$ cat config.mk
export PLATFORM = sky130hd
export DESIGN_NAME = cyc74_decoder
export DESIGN_NICKNAME = d
export VERILOG_FILES = /design/src/rtl/cyc74_pkg.sv /design/src/rtl/cyc74_syndrome_lfsr.sv /design/src/rtl/cyc74_decoder.sv
export SDC_FILE = /design/constraint.sdc
export NUM_CORES = 1
export LEC_CHECK = 0
export ABC_CLOCK_PERIOD_IN_PS = 5000
export BUFFER_PORTS_ARGS = -buffer_cell sky130_fd_sc_hd__buf_2
export CORE_UTILIZATION = 43
export DETAILED_ROUTE_END_ITERATION = 8
export HOLD_SLACK_MARGIN = 0.15
export PLACE_DENSITY = 0.71
export SYNTH_ARGS = -nofsm -noshare
export SYNTH_HDL_FRONTEND = slang
export SYNTH_SLANG_ARGS = --single-unit
$ cat constraint.sdc
create_clock -name clk -period 5 [get_ports clk]
set_clock_uncertainty 0.05 [all_clocks]
set_input_delay 0.25 -clock clk [delete_from_list [all_inputs] [get_ports clk]]
set_output_delay 0.25 -clock clk [all_outputs]
set_load 0.1 [all_outputs]
$ cat src/rtl/cyc74_pkg.sv
// Shared constants, FSM state type and syndrome-to-position lookup for the
// (7,4) cyclic code with generator g(x) = 1 + x + x^3.
package cyc74_pkg;

   localparam int N = 7;
   localparam int K = 4;
   localparam logic [3:0] G_POLY   = 4'b1011;
   localparam logic [2:0] POS_NONE = 3'd7;

   typedef enum logic [1:0] {
      ST_IDLE = 2'd0,
      ST_SYND = 2'd1,
      ST_CORR = 2'd2,
      ST_OUT  = 2'd3
   } state_e;

   // Syndrome equals x^i mod g(x) for a single error at bit i.
   function automatic logic [2:0] synd_to_pos(input logic [2:0] s);
      logic [2:0] pos;
      case (s)
         3'b001:  pos = 3'd0;
         3'b010:  pos = 3'd1;
         3'b100:  pos = 3'd2;
         3'b011:  pos = 3'd3;
         3'b110:  pos = 3'd4;
         3'b111:  pos = 3'd5;
         3'b101:  pos = 3'd6;
         default: pos = POS_NONE;
      endcase
      return pos;
   endfunction

endpackage

$ cat src/rtl/cyc74_syndrome_lfsr.sv
// Bit-serial division by g(x): after all 7 bits are shifted in (MSB first)
// synd holds the received polynomial mod g(x).
module cyc74_syndrome_lfsr
   import cyc74_pkg::*;
(
   input  logic       clk,
   input  logic       rst,
   input  logic       clr,
   input  logic       shift,
   input  logic       bit_in,
   output logic [2:0] synd
);

   logic [2:0] s_q;
   logic       fb_s;

   assign fb_s = s_q[2];
   assign synd = s_q;

   // Remainder register; feedback taps taken from the generator polynomial.
   always_ff @(posedge clk or posedge rst) begin
      if (rst) begin
         s_q <= 3'b000;
      end else if (clr) begin
         s_q <= 3'b000;
      end else if (shift) begin
         s_q <= {s_q[1] ^ (fb_s & G_POLY[2]),
                 s_q[0] ^ (fb_s & G_POLY[1]),
                 bit_in ^ (fb_s & G_POLY[0])};
      end else begin
         s_q <= s_q;
      end
   end

endmodule

$ cat src/rtl/cyc74_decoder.sv
// Serial syndrome decoder for the (7,4) cyclic code: accept, 7-clock syndrome,
// single-bit correction, held result with a saturating error counter.
module cyc74_decoder
   import cyc74_pkg::*;
#(
   parameter bit CORRECT_EN = 1'b1,
   parameter int CNT_W      = 16
) (
   input  logic             clk,
   input  logic             rst,
   input  logic             in_valid,
   output logic             in_ready,
   input  logic [N-1:0]     cw_in,
   output logic             out_valid,
   input  logic             out_ready,
   output logic [K-1:0]     data_out,
   output logic [N-1:0]     cw_out,
   output logic             err_det,
   output logic [2:0]       err_pos,
   output logic [CNT_W-1:0] err_cnt
);

   state_e           state_q;
   logic [2:0]       cnt_q;
   logic [N-1:0]     sh_q;
   logic [N-1:0]     cw_q;
   logic             in_ready_q;
   logic             out_valid_q;
   logic [K-1:0]     data_q;
   logic [N-1:0]     cw_out_q;
   logic             err_det_q;
   logic [2:0]       err_pos_q;
   logic [CNT_W-1:0] err_cnt_q;
   logic [CNT_W-1:0] err_cnt_d;

   logic [2:0]       synd_s;
   logic [2:0]       pos_s;
   logic [N-1:0]     flip_mask_s;
   logic [N-1:0]     corr_s;
   logic             accept_s;

   assign accept_s = (state_q == ST_IDLE) && in_valid;

   cyc74_syndrome_lfsr u_lfsr (
      .clk    (clk),
      .rst    (rst),
      .clr    (accept_s),
      .shift  (state_q == ST_SYND),
      .bit_in (sh_q[N-1]),
      .synd   (synd_s)
   );

   assign pos_s = synd_to_pos(synd_s);

   // Flip mask for the located bit; detect-only builds pass the word through.
   always_comb begin
      flip_mask_s = 7'd0;
      if (CORRECT_EN && (pos_s != POS_NONE)) begin
         flip_mask_s = 7'd1 << pos_s;
      end else begin
         flip_mask_s = 7'd0;
      end
   end

   assign corr_s = cw_q ^ flip_mask_s;

   // Saturating increment of the error counter.
   always_comb begin
      err_cnt_d = err_cnt_q;
      if ((synd_s != 3'd0) && (err_cnt_q != {CNT_W{1'b1}})) begin
         err_cnt_d = err_cnt_q + {{(CNT_W-1){1'b0}}, 1'b1};
      end else begin
         err_cnt_d = err_cnt_q;
      end
   end

   // Control FSM with all outputs registered.
   always_ff @(posedge clk or posedge rst) begin
      if (rst) begin
         state_q     <= ST_IDLE;
         cnt_q       <= 3'd0;
         sh_q        <= 7'd0;
         cw_q        <= 7'd0;
         in_ready_q  <= 1'b1;
         out_valid_q <= 1'b0;
         data_q      <= 4'd0;
         cw_out_q    <= 7'd0;
         err_det_q   <= 1'b0;
         err_pos_q   <= POS_NONE;
         err_cnt_q   <= {CNT_W{1'b0}};
      end else begin
         case (state_q)
            ST_IDLE: begin
               if (in_valid) begin
                  cw_q       <= cw_in;
                  sh_q       <= cw_in;
                  cnt_q      <= 3'd0;
                  in_ready_q <= 1'b0;
                  state_q    <= ST_SYND;
               end
            end
            ST_SYND: begin
               sh_q  <= {sh_q[N-2:0], 1'b0};
               cnt_q <= cnt_q + 3'd1;
               if (cnt_q == 3'd6) begin
                  state_q <= ST_CORR;
               end
            end
            ST_CORR: begin
               cw_out_q    <= corr_s;
               data_q      <= corr_s[N-1:N-K];
               err_det_q   <= (synd_s != 3'd0);
               err_pos_q   <= pos_s;
               err_cnt_q   <= err_cnt_d;
               out_valid_q <= 1'b1;
               state_q     <= ST_OUT;
            end
            ST_OUT: begin
               if (out_ready) begin
                  out_valid_q <= 1'b0;
                  in_ready_q  <= 1'b1;
                  state_q     <= ST_IDLE;
               end
            end
            default: begin
               out_valid_q <= 1'b0;
               in_ready_q  <= 1'b1;
               state_q     <= ST_IDLE;
            end
         endcase
      end
   end

   assign in_ready  = in_ready_q;
   assign out_valid = out_valid_q;
   assign data_out  = data_q;
   assign cw_out    = cw_out_q;
   assign err_det   = err_det_q;
   assign err_pos   = err_pos_q;
   assign err_cnt   = err_cnt_q;

endmodule

# Yosys cells after proc, flatten, opt, wreduce, memory -nomap -nowiden

Cells that the tools add are included.

Output and inout port bits: 33
Logic and storage cells: 65
Flip-flop bits (word level): 55
Input port bits: 11

Bitwise logic cells: 3
Add/sub/neg operators: 2
Muxes and demuxes: 17
Equality and inequality tests: 16
Reductions and logical operators: 14
Shift-type cells: 1

Operators with widths:

| cell                  | number |
|---|---|
| $pmux 3 s7            | 1 |
| $add 16x1->16 const B | 1 |
| $ne 16x16->1 const B  | 1 |
| $eq 3x3->1 const B    | 5 |
| $mux 7                | 2 |
| $pmux 7 s2            | 1 |
| $mux 3                | 3 |
| $pmux 2 s4            | 1 |
| $reduce_and 2->1      | 4 |
| $reduce_bool 2->1     | 4 |
| $shl 1x3->7 const A   | 1 |
| $xor 7x7->7           | 1 |
| $eq 3x2->1 const B    | 2 |
| $mux 2                | 3 |
| $ne 2x2->1 const B    | 3 |
| $pmux 3 s2            | 1 |
| $reduce_and 3->1      | 2 |
| $eq 2x2->1 const B    | 2 |
| $pmux 1 s2            | 2 |
| $add 3x1->3 const B   | 1 |
| $eq 3x1->1 const B    | 1 |
| $mux 1                | 3 |
| $ne 3x3->1 const B    | 1 |
| $reduce_bool 3->1     | 1 |
| other kinds (4)       | 6 |

# Logic depth before layout (Yosys ltp)

Gate-level depths: netlist of the first run.

Word-level depth: 5
Gate-level depth with buffers: 7
Mapped depth without buffers: 6

# By module

From an unflattened synthesis of the first run, not the netlist that was laid out.

Cells, all modules: 236
Area, all modules: 2518.7 um2

By module, submodules not included:

| module              | area an instance (um2) | cells each | sequential area each (um2) | times used |
|---|---|---|---|---|
| cyc74_decoder       | 2376.0                 | 224        | 1206.2                     | 1 |
| cyc74_syndrome_lfsr | 142.6                  | 12         | 75.1                       | 1 |

# Worst setup path before layout of the first run

No wires, ideal clock.

Path type: reg2reg
Start: reg err_cnt_q[0], in the netlist err_cnt[0]
End: reg err_cnt_q[1], in the netlist err_cnt[1]
Clock period less this slack: 2.551 ns
Setup time: 0.128 ns
Required time: 4.822 ns
Setup slack: 2.449 ns
Arrival: 2.373 ns
Path buffers: 0
Stages on the path, launching flop included: 6
Cell sequence: dfrtp_1 -> ha_1 -> nand3_1 -> nor4_4 -> nor2_1 -> mux2_1

Word-level cells in the longest chain between the ends: 3
Elaborated cells between the ends (all ways): 4
Those cells by class: 1 x add/sub; 1 x eq/ne; 2 x reduce/logical

RTL lines:

| element                                               | line                 | source |
|---|---|---|
| start: declaration                                    | cyc74_decoder.sv:33  | `logic [CNT_W-1:0] err_cnt_q;` |
| start signal: assignment                              | cyc74_decoder.sv:90  | `err_cnt_q <= {CNT_W{1'b0}};` |
| start signal: assignment                              | cyc74_decoder.sv:114 | `err_cnt_q <= err_cnt_d;` |
| branches (longest 3 deep; another with $add 16x1->16) | n/a                  |  |

Several ways; the timed one is not identified.
A chain may end at the register's enable or synchronous reset.

# Worst setup path after layout of the first run

Start: reg state_q[0]
End: reg err_cnt_q[13], in the netlist err_cnt[13]

Word-level cells in the longest chain between the ends: 2

RTL lines:

| element                           | line                 | source |
|---|---|---|
| start: declaration                | cyc74_decoder.sv:23  | `state_e state_q;` |
| start signal: assignment          | cyc74_decoder.sv:80  | `state_q <= ST_IDLE;` |
| start signal: assignment          | cyc74_decoder.sv:99  | `state_q <= ST_SYND;` |
| start signal: assignment          | cyc74_decoder.sv:106 | `state_q <= ST_CORR;` |
| $eq 2x2->1                        | cyc74_decoder.sv:92  | `case (state_q)` |
| $reduce_and 2->1 (no source line) | n/a                  |  |

Every way passes these cells.

==> results.ini, run 1 <==
[run_status]
status=finished clean

[yosys]
synth_mux_area_frac=0.0510
synth_edf_count=0
synth_top_family_by_area=simple AND/OR/NAND/NOR gates
syn_area_per_cell_um2=10.2
syn_nets=274
netlist_area_mm2=0.00260
ys_async_sr_fraction=1.00
synth_cell_types=44
synth-seq-area-share=0.492
dominantRegCellSynth=dfrtp_1
ys_seq_elements=51
synthXorXnorAreaFrac=0.0875
synth_warnings=0
syn_inst=255
synth_fa_ha_area_frac=0.0385
synth_compound_area_frac=0.111
synth-simple-area-share=0.177

[worst_setup_path]
arrival_ns=2.79
criticalPathCategory=reg -> reg
r2r_end=err_cnt[13]$_DFFE_PP0P_
cp-startpoint=state_q[0]$_DFFE_PP0P_
cp-end-kind=register
worstPathRequired_ns=5.17
ff2ff_path_depth=6
rr_startpoint=state_q[0]$_DFFE_PP0P_
startpoint_type=register
cp-endpoint=err_cnt[13]$_DFFE_PP0P_
worstPathMaxFanout=23
reg2reg_slack_ns=2.38

[routing]
wl_um=4770
ant_nets=0
dr.pass1.iters=4
avgViaCountPerCell=5.27
drt-initial-drc-count=63
via_count=1950
drc_errors=0
drt-wirelength-per-cell_um=12.9

[finish]
syn2layout_area_growth_pct=16.1
final_nets=316
postLayoutCoreUtil=0.532
drive_gt1_frac=0.215
layout_common_cells=47 x dfrtp_1, 43 x buf_2, 23 x nor2_1, 22 x a21oi_1, 21 x nand2_1
diodes=0
final_common_cell=dfrtp_1

[clock_network]
clk_root_buffer_cell=clkbuf_8
cts_hold_buf=8
insertion_delay_ns=0.30
numCtsBuffers=5
ctsHtreeMaxLevel=2
cts_tree=done
cts.path.max_buffers=2
cts.repair.resized=0
path_clk_slew_ns=0.09
cts_sinks=51
postCtsSetupRepairBufs=0

[grt]
grt_antenna_before_repair=0
grt_max_degree=52
first_global_vias=1816
grt_pass1_wl_um=8230
grt_remaining_overflow=0
track_usage=0.163

[sta]
max_slew_margin=0.310
report.final.setup_viol=0
final_hold_viol_count=0
setup_ws_ns=2.38
fin_setup_tns_ns=0
rsz0062_at_grt=false
hold_ws_ns=0.135
slew_viol_final=0
worst_pin_slew_ns=1.03
fin_crit_sh=0.524
timing.fmax_mhz=382
fin_crit_ns=2.62

[placed_design]
dp_hpwl_um=3370
place_ws_ns=2.38
portBuffers=43
gp_congestion=0.749

[floorplan]
ios=44
start_util=0.459
placementRows=27
die-area_mm2=0.00637
core_mm2=0.00568
die_x_um=79.8
fp.dieH_um=79.8

[hold_path]
hold_class=in -> async

[run]
drv_cap=0

final cells by class:
cell class / count / area (µm²)
fillers: 536 / 2650
clock buffers: 6 / 72.6
flip-flops and latches: 51 / 1280
multi-input cells: 179 / 1210
well taps: 72 / 90.1
inverters: 9 / 33.8
repair buffers: 51 / 295
clock inverters: 2 / 37.5
logic make-up after synthesis:
family	after synthesis
compound gates	49
xor+xnor	26
fa+ha+maj	8
buf+inv	25
flops	51
mux	12
simple gates	84
cell usage after synthesis, drive strengths merged, types with 2 or more instances:
cell	instances	area, µm²
dfrtp	47	1180
nor2	23	86.3
a21oi	22	110
nand2	21	78.8
xor2	16	140
o21ai	14	70.1
clkbuf	10	37.5
mux2	10	113
xnor2	10	87.6
inv	9	33.8
ha	8	100
buf	6	38.8
nand3	6	30.0
nand4	6	43.8
nor2b	6	37.5
nor4	6	73.8
nor3	5	30.0
dfstp	4	105
a221oi	3	26.3
a32oi	2	17.5
mux2i	2	20.0
nand2b	2	12.5
nor3b	2	15.0
nor4b	2	17.5
o22ai	2	12.5
or3	2	12.5
layer usage:
layer / GRT usage / wire length [µm] / vias up
li1: - / - / 965
met1: 0.219 / 2270 / 928
met2: 0.269 / 2250 / 53
met3: 0.0354 / 228 / 4
met4: 0.0375 / 27 / 0
met5: 0 / 0 / -
metrics by stage:
stage | instances | area (µm²)
6_report | 370 | 3020
3_5_place_dp | 354 | 2830
5_1_grt | 370 | 3020
2_1_floorplan | 255 | 2600
3_3_place_gp | 354 | 2830
4_1_cts | 370 | 3020
sequential cells by signal, indices dropped and copies added (netlist names):
register     cells
err_cnt         16
cw_q             7
sh_q             7
data_out         4
cnt_q            3
cw_out           3
err_pos          3
u_lfsr.synd      3
state_q          2
err_det          1
in_ready         1
out_valid        1
worst min path at each step:
stage	slack, ns	end	depth (start not counted)	from
finish	0.14	err_cnt[0]$_DFFE_PP0P_	2	rst
global route	0.23	err_cnt[2]$_DFFE_PP0P_	2	rst
CTS	0.19	sh_q[2]$_DFFE_PP0P_	2	rst
detailed placement	0.42	out_valid$_DFFE_PP0P_	2	out_ready
global placement	0.41	out_valid$_DFFE_PP0P_	2	out_ready
floorplan	0.29	out_valid$_DFFE_PP0P_	1	out_ready
critical path, cell delays in order, from the launching register on:
cell	delay [ns]
dfrtp_1	0.41
inv_1	0.12
ha_1	0.64
o31ai_2	0.33
or3_1	0.55
nor4_4	0.29
xor2_1	0.15
Power of run 1 is not shown: default switching activity piles up to over one toggle a cycle in this logic, so the estimate is an artifact.
==> run 2, diff against run 1 <==
--- a/config.mk
+++ b/config.mk
@@ -5,7 +5,7 @@
 export SDC_FILE = /design/constraint.sdc
 export NUM_CORES = 1
 export LEC_CHECK = 0
-export ABC_CLOCK_PERIOD_IN_PS = 5000
+export ABC_CLOCK_PERIOD_IN_PS = 2500
 export BUFFER_PORTS_ARGS = -buffer_cell sky130_fd_sc_hd__buf_2
 export CORE_UTILIZATION = 43
 export DETAILED_ROUTE_END_ITERATION = 8
==> constraint.sdc (replaced) <==
create_clock -name clk -period 2.5 [get_ports clk]
set_clock_uncertainty 0.05 [all_clocks]
set_input_delay 0.125 -clock clk [delete_from_list [all_inputs] [get_ports clk]]
set_output_delay 0.125 -clock clk [all_outputs]
set_load 0.1 [all_outputs]
==> results.ini, run 2 (synthesis gave the netlist of run 1 again) <==
[routing]
dr.pass1.iters=4
avgViaCountPerCell=5.23
drt-wirelength-per-cell_um=13.2
drt-initial-drc-count=47
ant_nets=0
wl_um=4980
drc_errors=0
via_count=1973

[grt]
grt_remaining_overflow=0
track_usage=0.175
grt.busiest_layer=met2
grt_max_degree=29
grtUsageMet1=0.223
grt_use_met3=0.0411
met2_usage=0.291
grt_pass1_wl_um=8740
grt_antenna_before_repair=0
first_global_vias=1929

[placed_design]
dp_hpwl_um=3670
gp_congestion=0.788
portBuffers=43

[hold_path]
hold_class=in -> reg
min_to=u_lfsr.synd[2]$_DFFE_PP0P_
hp-start=in_valid
hold_depth=2

[worst_setup_path]
criticalPathCategory=reg -> reg
startpoint_type=register
ff2ff_path_depth=7
arrival_ns=2.18
slowest_delay_ns=0.41
path_cells=inv_1, ha_1, o31ai_2, buf_4, nor4_1, nor4bb_1, xor2_1
worstPathRequired_ns=2.69
r2r_end=err_cnt[14]$_DFFE_PP0P_
cpMaxStageDelayCell=dfrtp_1
reg2reg_slack_ns=0.50
worstPathMaxFanout=8
cp-end-kind=register
rr_startpoint=state_q[0]$_DFFE_PP0P_

[finish]
syn2layout_area_growth_pct=18.5
final_nets=323
fillers=516
final_common_cell=dfrtp_1
layout_common_cells=45 x dfrtp_1, 43 x buf_2, 23 x nor2_1, 22 x a21oi_1, 21 x nand2_1
postLayoutCoreUtil=0.543
drive_gt1_frac=0.239
multiInputGateArea_mm2=0.00121
largest_reg_flops=16
diodes=0
seq_area_mm2=0.00128

[sta]
final_hold_viol_count=0
rsz0062_at_grt=false
worst_pin_slew_ns=0.584
fin_crit_ns=2.00
slew_viol_final=0
fin_crit_sh=0.799
max_slew_margin=0.610
fin_setup_tns_ns=0
report.final.setup_viol=0
hold_ws_ns=0.193
timing.fmax_mhz=501

[floorplan]
die_x_um=79.8
placementRows=27
fp.dieH_um=79.8
die-area_mm2=0.00637
ios=44
core_mm2=0.00568
start_util=0.459

[clock_network]
numCtsBuffers=5
cts.path.max_buffers=2
cts_tree=done
cts.repair.resized=0
insertion_delay_ns=0.31
clk_root_buffer_cell=clkbuf_8
cts_sinks=51
path_clk_slew_ns=0.10
ctsHtreeMaxLevel=2

[run]
drv_cap=0

[run_status]
status=finished clean

[run 2: worst max-delay path, delay by kind of cell (launching register included)]
family	cells	cell delay, ns
xor gates and xnor gates	1	0.17
DFF	1	0.41
AOI/OAI and AO/OA	1	0.09
adders and majority gates	1	0.19
and+or+nand+nor	2	0.72
buffers and inverters	2	0.30
[run 2: how the worst max path moves through the flow]
stage                            start  cells past startpoint                 endpoint
2_1_floorplan  err_cnt[11]$_DFFE_PP0P_                      4   err_cnt[1]$_DFFE_PP0P_
3_3_place_gp    state_q[0]$_DFFE_PP0P_                      7  err_cnt[14]$_DFFE_PP0P_
3_5_place_dp    state_q[0]$_DFFE_PP0P_                      7  err_cnt[14]$_DFFE_PP0P_
4_1_cts         state_q[0]$_DFFE_PP0P_                      7  err_cnt[14]$_DFFE_PP0P_
5_1_grt         state_q[0]$_DFFE_PP0P_                      7  err_cnt[14]$_DFFE_PP0P_
6_report        state_q[0]$_DFFE_PP0P_                      7  err_cnt[14]$_DFFE_PP0P_
[run 2: cell type report]
type	count	area share
clock inverter	3	0.0150
timing repair buffer	58	0.114
multi-input combinational	179	0.393
clock buffer	5	0.0223
inverter	9	0.0110
sequential	51	0.416
tap	72	0.0292
[run 2: repair_timing]
item,in CTS,in global routing
setup endpoints to repair,0,0
buffers inserted,0,0
endpoints found under the hold margin,34,0
hold buffers,9,0
[run 2: metrics by stage]
step	cell area, µm²	worst slack [ns]	std cells
after floorplan	2610	0.0316	255
after global placement	2880	0.595	360
after detailed placement	2880	0.520	360
after CTS	3080	0.495	377
after global routing	3080	0.383	377
final	3080	0.502	377
[run 2: per-layer routing]
metal	share of wire	vias up
met4	0.014	0
met2	0.48	47
li1	-	980
met5	0	-
met3	0.045	11
met1	0.46	935
Power of run 2 is left out for the same reason.
==> run 3, diff against run 2 <==
--- a/config.mk
+++ b/config.mk
@@ -5,7 +5,8 @@
 export SDC_FILE = /design/constraint.sdc
 export NUM_CORES = 1
 export LEC_CHECK = 0
-export ABC_CLOCK_PERIOD_IN_PS = 2500
+export ABC_AREA = 1
+export ABC_CLOCK_PERIOD_IN_PS = 1900
 export BUFFER_PORTS_ARGS = -buffer_cell sky130_fd_sc_hd__buf_2
 export CORE_UTILIZATION = 43
 export DETAILED_ROUTE_END_ITERATION = 8
==> constraint.sdc (replaced) <==
create_clock -name clk -period 1.9 [get_ports clk]
set_clock_uncertainty 0.05 [all_clocks]
set_input_delay 0.095 -clock clk [delete_from_list [all_inputs] [get_ports clk]]
set_output_delay 0.095 -clock clk [all_outputs]
set_load 0.1 [all_outputs]
==> results.ini, run 3 <==
[yosys]
synth_compound_area_frac=0.0888
synth_edf_count=0
synthXorXnorAreaFrac=0.0526
ys_top_cells_by_area=dfrtp_1 44%, nand2_1 19%, dfstp_2 3.9%
synth_warnings=0
synth_mux_area_frac=0
synth_cell_types=29
synth_top_area_cell=dfrtp_1
dominantRegCellSynth=dfrtp_1
synth_fa_ha_area_frac=0.0376
syn_nets=350
ys_seq_elements=51
yosysMostFrequentCell=nand2_1
synth_common_cells=133 x nand2_1, 47 x dfrtp_1, 26 x nor2_1, 24 x inv_1, 19 x o21ai_0
syn_inst=331
syn_area_per_cell_um2=8.05
netlist_area_mm2=0.00266
synth-simple-area-share=0.272
synth-seq-area-share=0.481
ys_async_sr_fraction=1.00
synth_top_family_by_area=simple AND/OR/NAND/NOR gates
synth_top_cell_area_share=0.442

[clock_network]
path_clk_slew_ns=0.10
cts_sinks=51
cts.path.max_buffers=2
numCtsBuffers=5
ctsHtreeMaxLevel=2
clk_root_buffer_cell=clkbuf_8
insertion_delay_ns=0.31
cts_tree=done

[power_and_ir_drop]
power_per_cell_area_mw_per_mm2=1730
vdd_drop_max_mv=1.34
leakagePower_nw=1.57

[routing]
ant_nets=0
wl_met3_um=179
route.layer.met1.wl_um=2610
drc_errors=0
drt-initial-drc-count=143
via_count=2302
top_layer=met4
drt-wirelength-per-cell_um=11.9
routed-wl-met2_um=2670
avgViaCountPerCell=4.96
wl_um=5530
dr.pass1.iters=4

[floorplan]
fp.dieH_um=80.7
placementRows=28
die_x_um=80.7
start_util=0.447
die-area_mm2=0.00651
core_mm2=0.00596
ios=44

[grt]
track_usage=0.190
grt_pass1_wl_um=9640
grt_max_degree=34
first_global_vias=2193
grt_remaining_overflow=0
grt_antenna_before_repair=0

[finish]
syn2layout_area_growth_pct=19.6
diodes=0
postLayoutCoreUtil=0.535
final_cells=464
final_common_cell=nand2_1
fin_area_mm2=0.00319
drive_gt1_frac=0.242
largest_reg_flops=16
fillers=577
layout_common_cells=133 x nand2_1, 43 x buf_2, 33 x dfrtp_1, 26 x nor2_1, 22 x inv_1
final_nets=407

[worst_setup_path]
ff2ff_path_depth=8
slowest_delay_ns=0.41
worstPathRequired_ns=2.04
cp-end-kind=register
startpoint_type=register
r2r_end=state_q[0]$_DFFE_PP0P_
criticalPathCategory=reg -> reg
rr_startpoint=state_q[1]$_DFFE_PP0P_
worstPathMaxFanout=4
cpMaxStageDelayCell=dfrtp_1
path_cells=inv_1, ha_2, inv_1, or2_2, o21ai_0, nor2_1, o21ai_0, o21ai_0
reg2reg_slack_ns=0.22
crit_top_cell=o21ai_0
arrival_ns=1.83

[hold_path]
hold_class=in -> async

[placed_design]
gp_congestion=0.826
dp_hpwl_um=4000
portBuffers=43
dpl_cell_area_mm2=0.00299
dp_cells=446

[run]
drv_cap=0

[sta]
final_hold_viol_count=0
fin_crit_ns=1.68
max_slew_margin=0.675
report.final.setup_viol=0
rsz0062_at_grt=false
fin_crit_sh=0.885
fin_setup_tns_ns=0
worst_pin_slew_ns=0.490
timing.fmax_mhz=594
slew_viol_final=0

[run_status]
status=finished clean

==> run 3: cell count changes after synthesis, sizes merged, moves of 7 or more <==
| cell | change |
|---|---|
| o21ai | +7 |
| a21oi | -18 |
| nor2 | +8 |
| clkbuf | -7 |
| inv | +18 |
| nand2 | +112 |
| mux2 | -10 |
==> run 3: metrics by stage <==
stage               worst slack, ns  power (mW)  hold WS (ns)
global route                 0.0122        5.91         0.313
global placement              0.276        4.78        0.0744
finish                        0.218        5.50         0.270
floorplan                  0.000827        4.35         0.155
detailed placement            0.210        4.85        0.0757
CTS                           0.194        5.54         0.284
==> run 3: layout make-up <==
type / instances / area, µm² / area share
sequential: 51 / 1300 / 0.408
clock buffer: 5 / 68.8 / 0.0216
multi-input combinational: 241 / 1200 / 0.378
inverter: 28 / 105 / 0.0330
tap: 75 / 93.8 / 0.0294
timing repair buffer: 61 / 388 / 0.122
clock inverter: 3 / 28.8 / 0.00903
==> run 3: per-layer routing <==
| layer | track usage | vias up |
|---|---|---|
| li1 | - | 1152 |
| met1 | 0.256 | 1104 |
| met2 | 0.306 | 40 |
| met3 | 0.0318 | 6 |
| met4 | 0.0679 | 0 |
| met5 | 0 | - |
==> run 3: worst max path at each step <==
stage	start	to	cells after the start
2_1_floorplan	err_cnt[10]$_DFFE_PP0P_	err_cnt[15]$_DFFE_PP0P_	5
3_3_place_gp	state_q[0]$_DFFE_PP0P_	state_q[0]$_DFFE_PP0P_	8
3_5_place_dp	state_q[0]$_DFFE_PP0P_	state_q[0]$_DFFE_PP0P_	8
4_1_cts	state_q[0]$_DFFE_PP0P_	state_q[0]$_DFFE_PP0P_	8
5_1_grt	state_q[1]$_DFFE_PP0P_	state_q[0]$_DFFE_PP0P_	8
6_report	state_q[1]$_DFFE_PP0P_	state_q[0]$_DFFE_PP0P_	8
==> run 3: cell families (layout without fill, tap and decap cells) <==
family / after synthesis / after routing
flops: 51 / 51
fa+ha+maj: 8 / 8
simple gates: 179 / 179
compound gates: 38 / 38
xor+xnor: 16 / 16
buf+inv: 39 / 97
==> run 3: repair_timing <==
action,CTS,global route
hold endpoints to repair,67,0
buffers inserted,0,0
gates resized for setup,0,2
setup endpoints to repair,0,1
hold buffers,10,0
==> run 3: worst max-delay path: cells and delay by family (launching register included) <==
kind                       cells  cell delay (ns)
buffers and inverters          2             0.18
DFF                            1             0.41
adders and majority gates      1             0.21
and+or+nand+nor                2             0.41
AOI/OAI and AO/OA              3             0.31
==> run 3: power breakdown <==
group          total (mW)  switching (mW)  internal (mW)  leakage, nW
clock               0.665           0.392          0.273       0.0502
sequential           1.78           0.282           1.50        0.621
combinational        3.05            2.34          0.715        0.903
(Power assumes the default switching activity.)
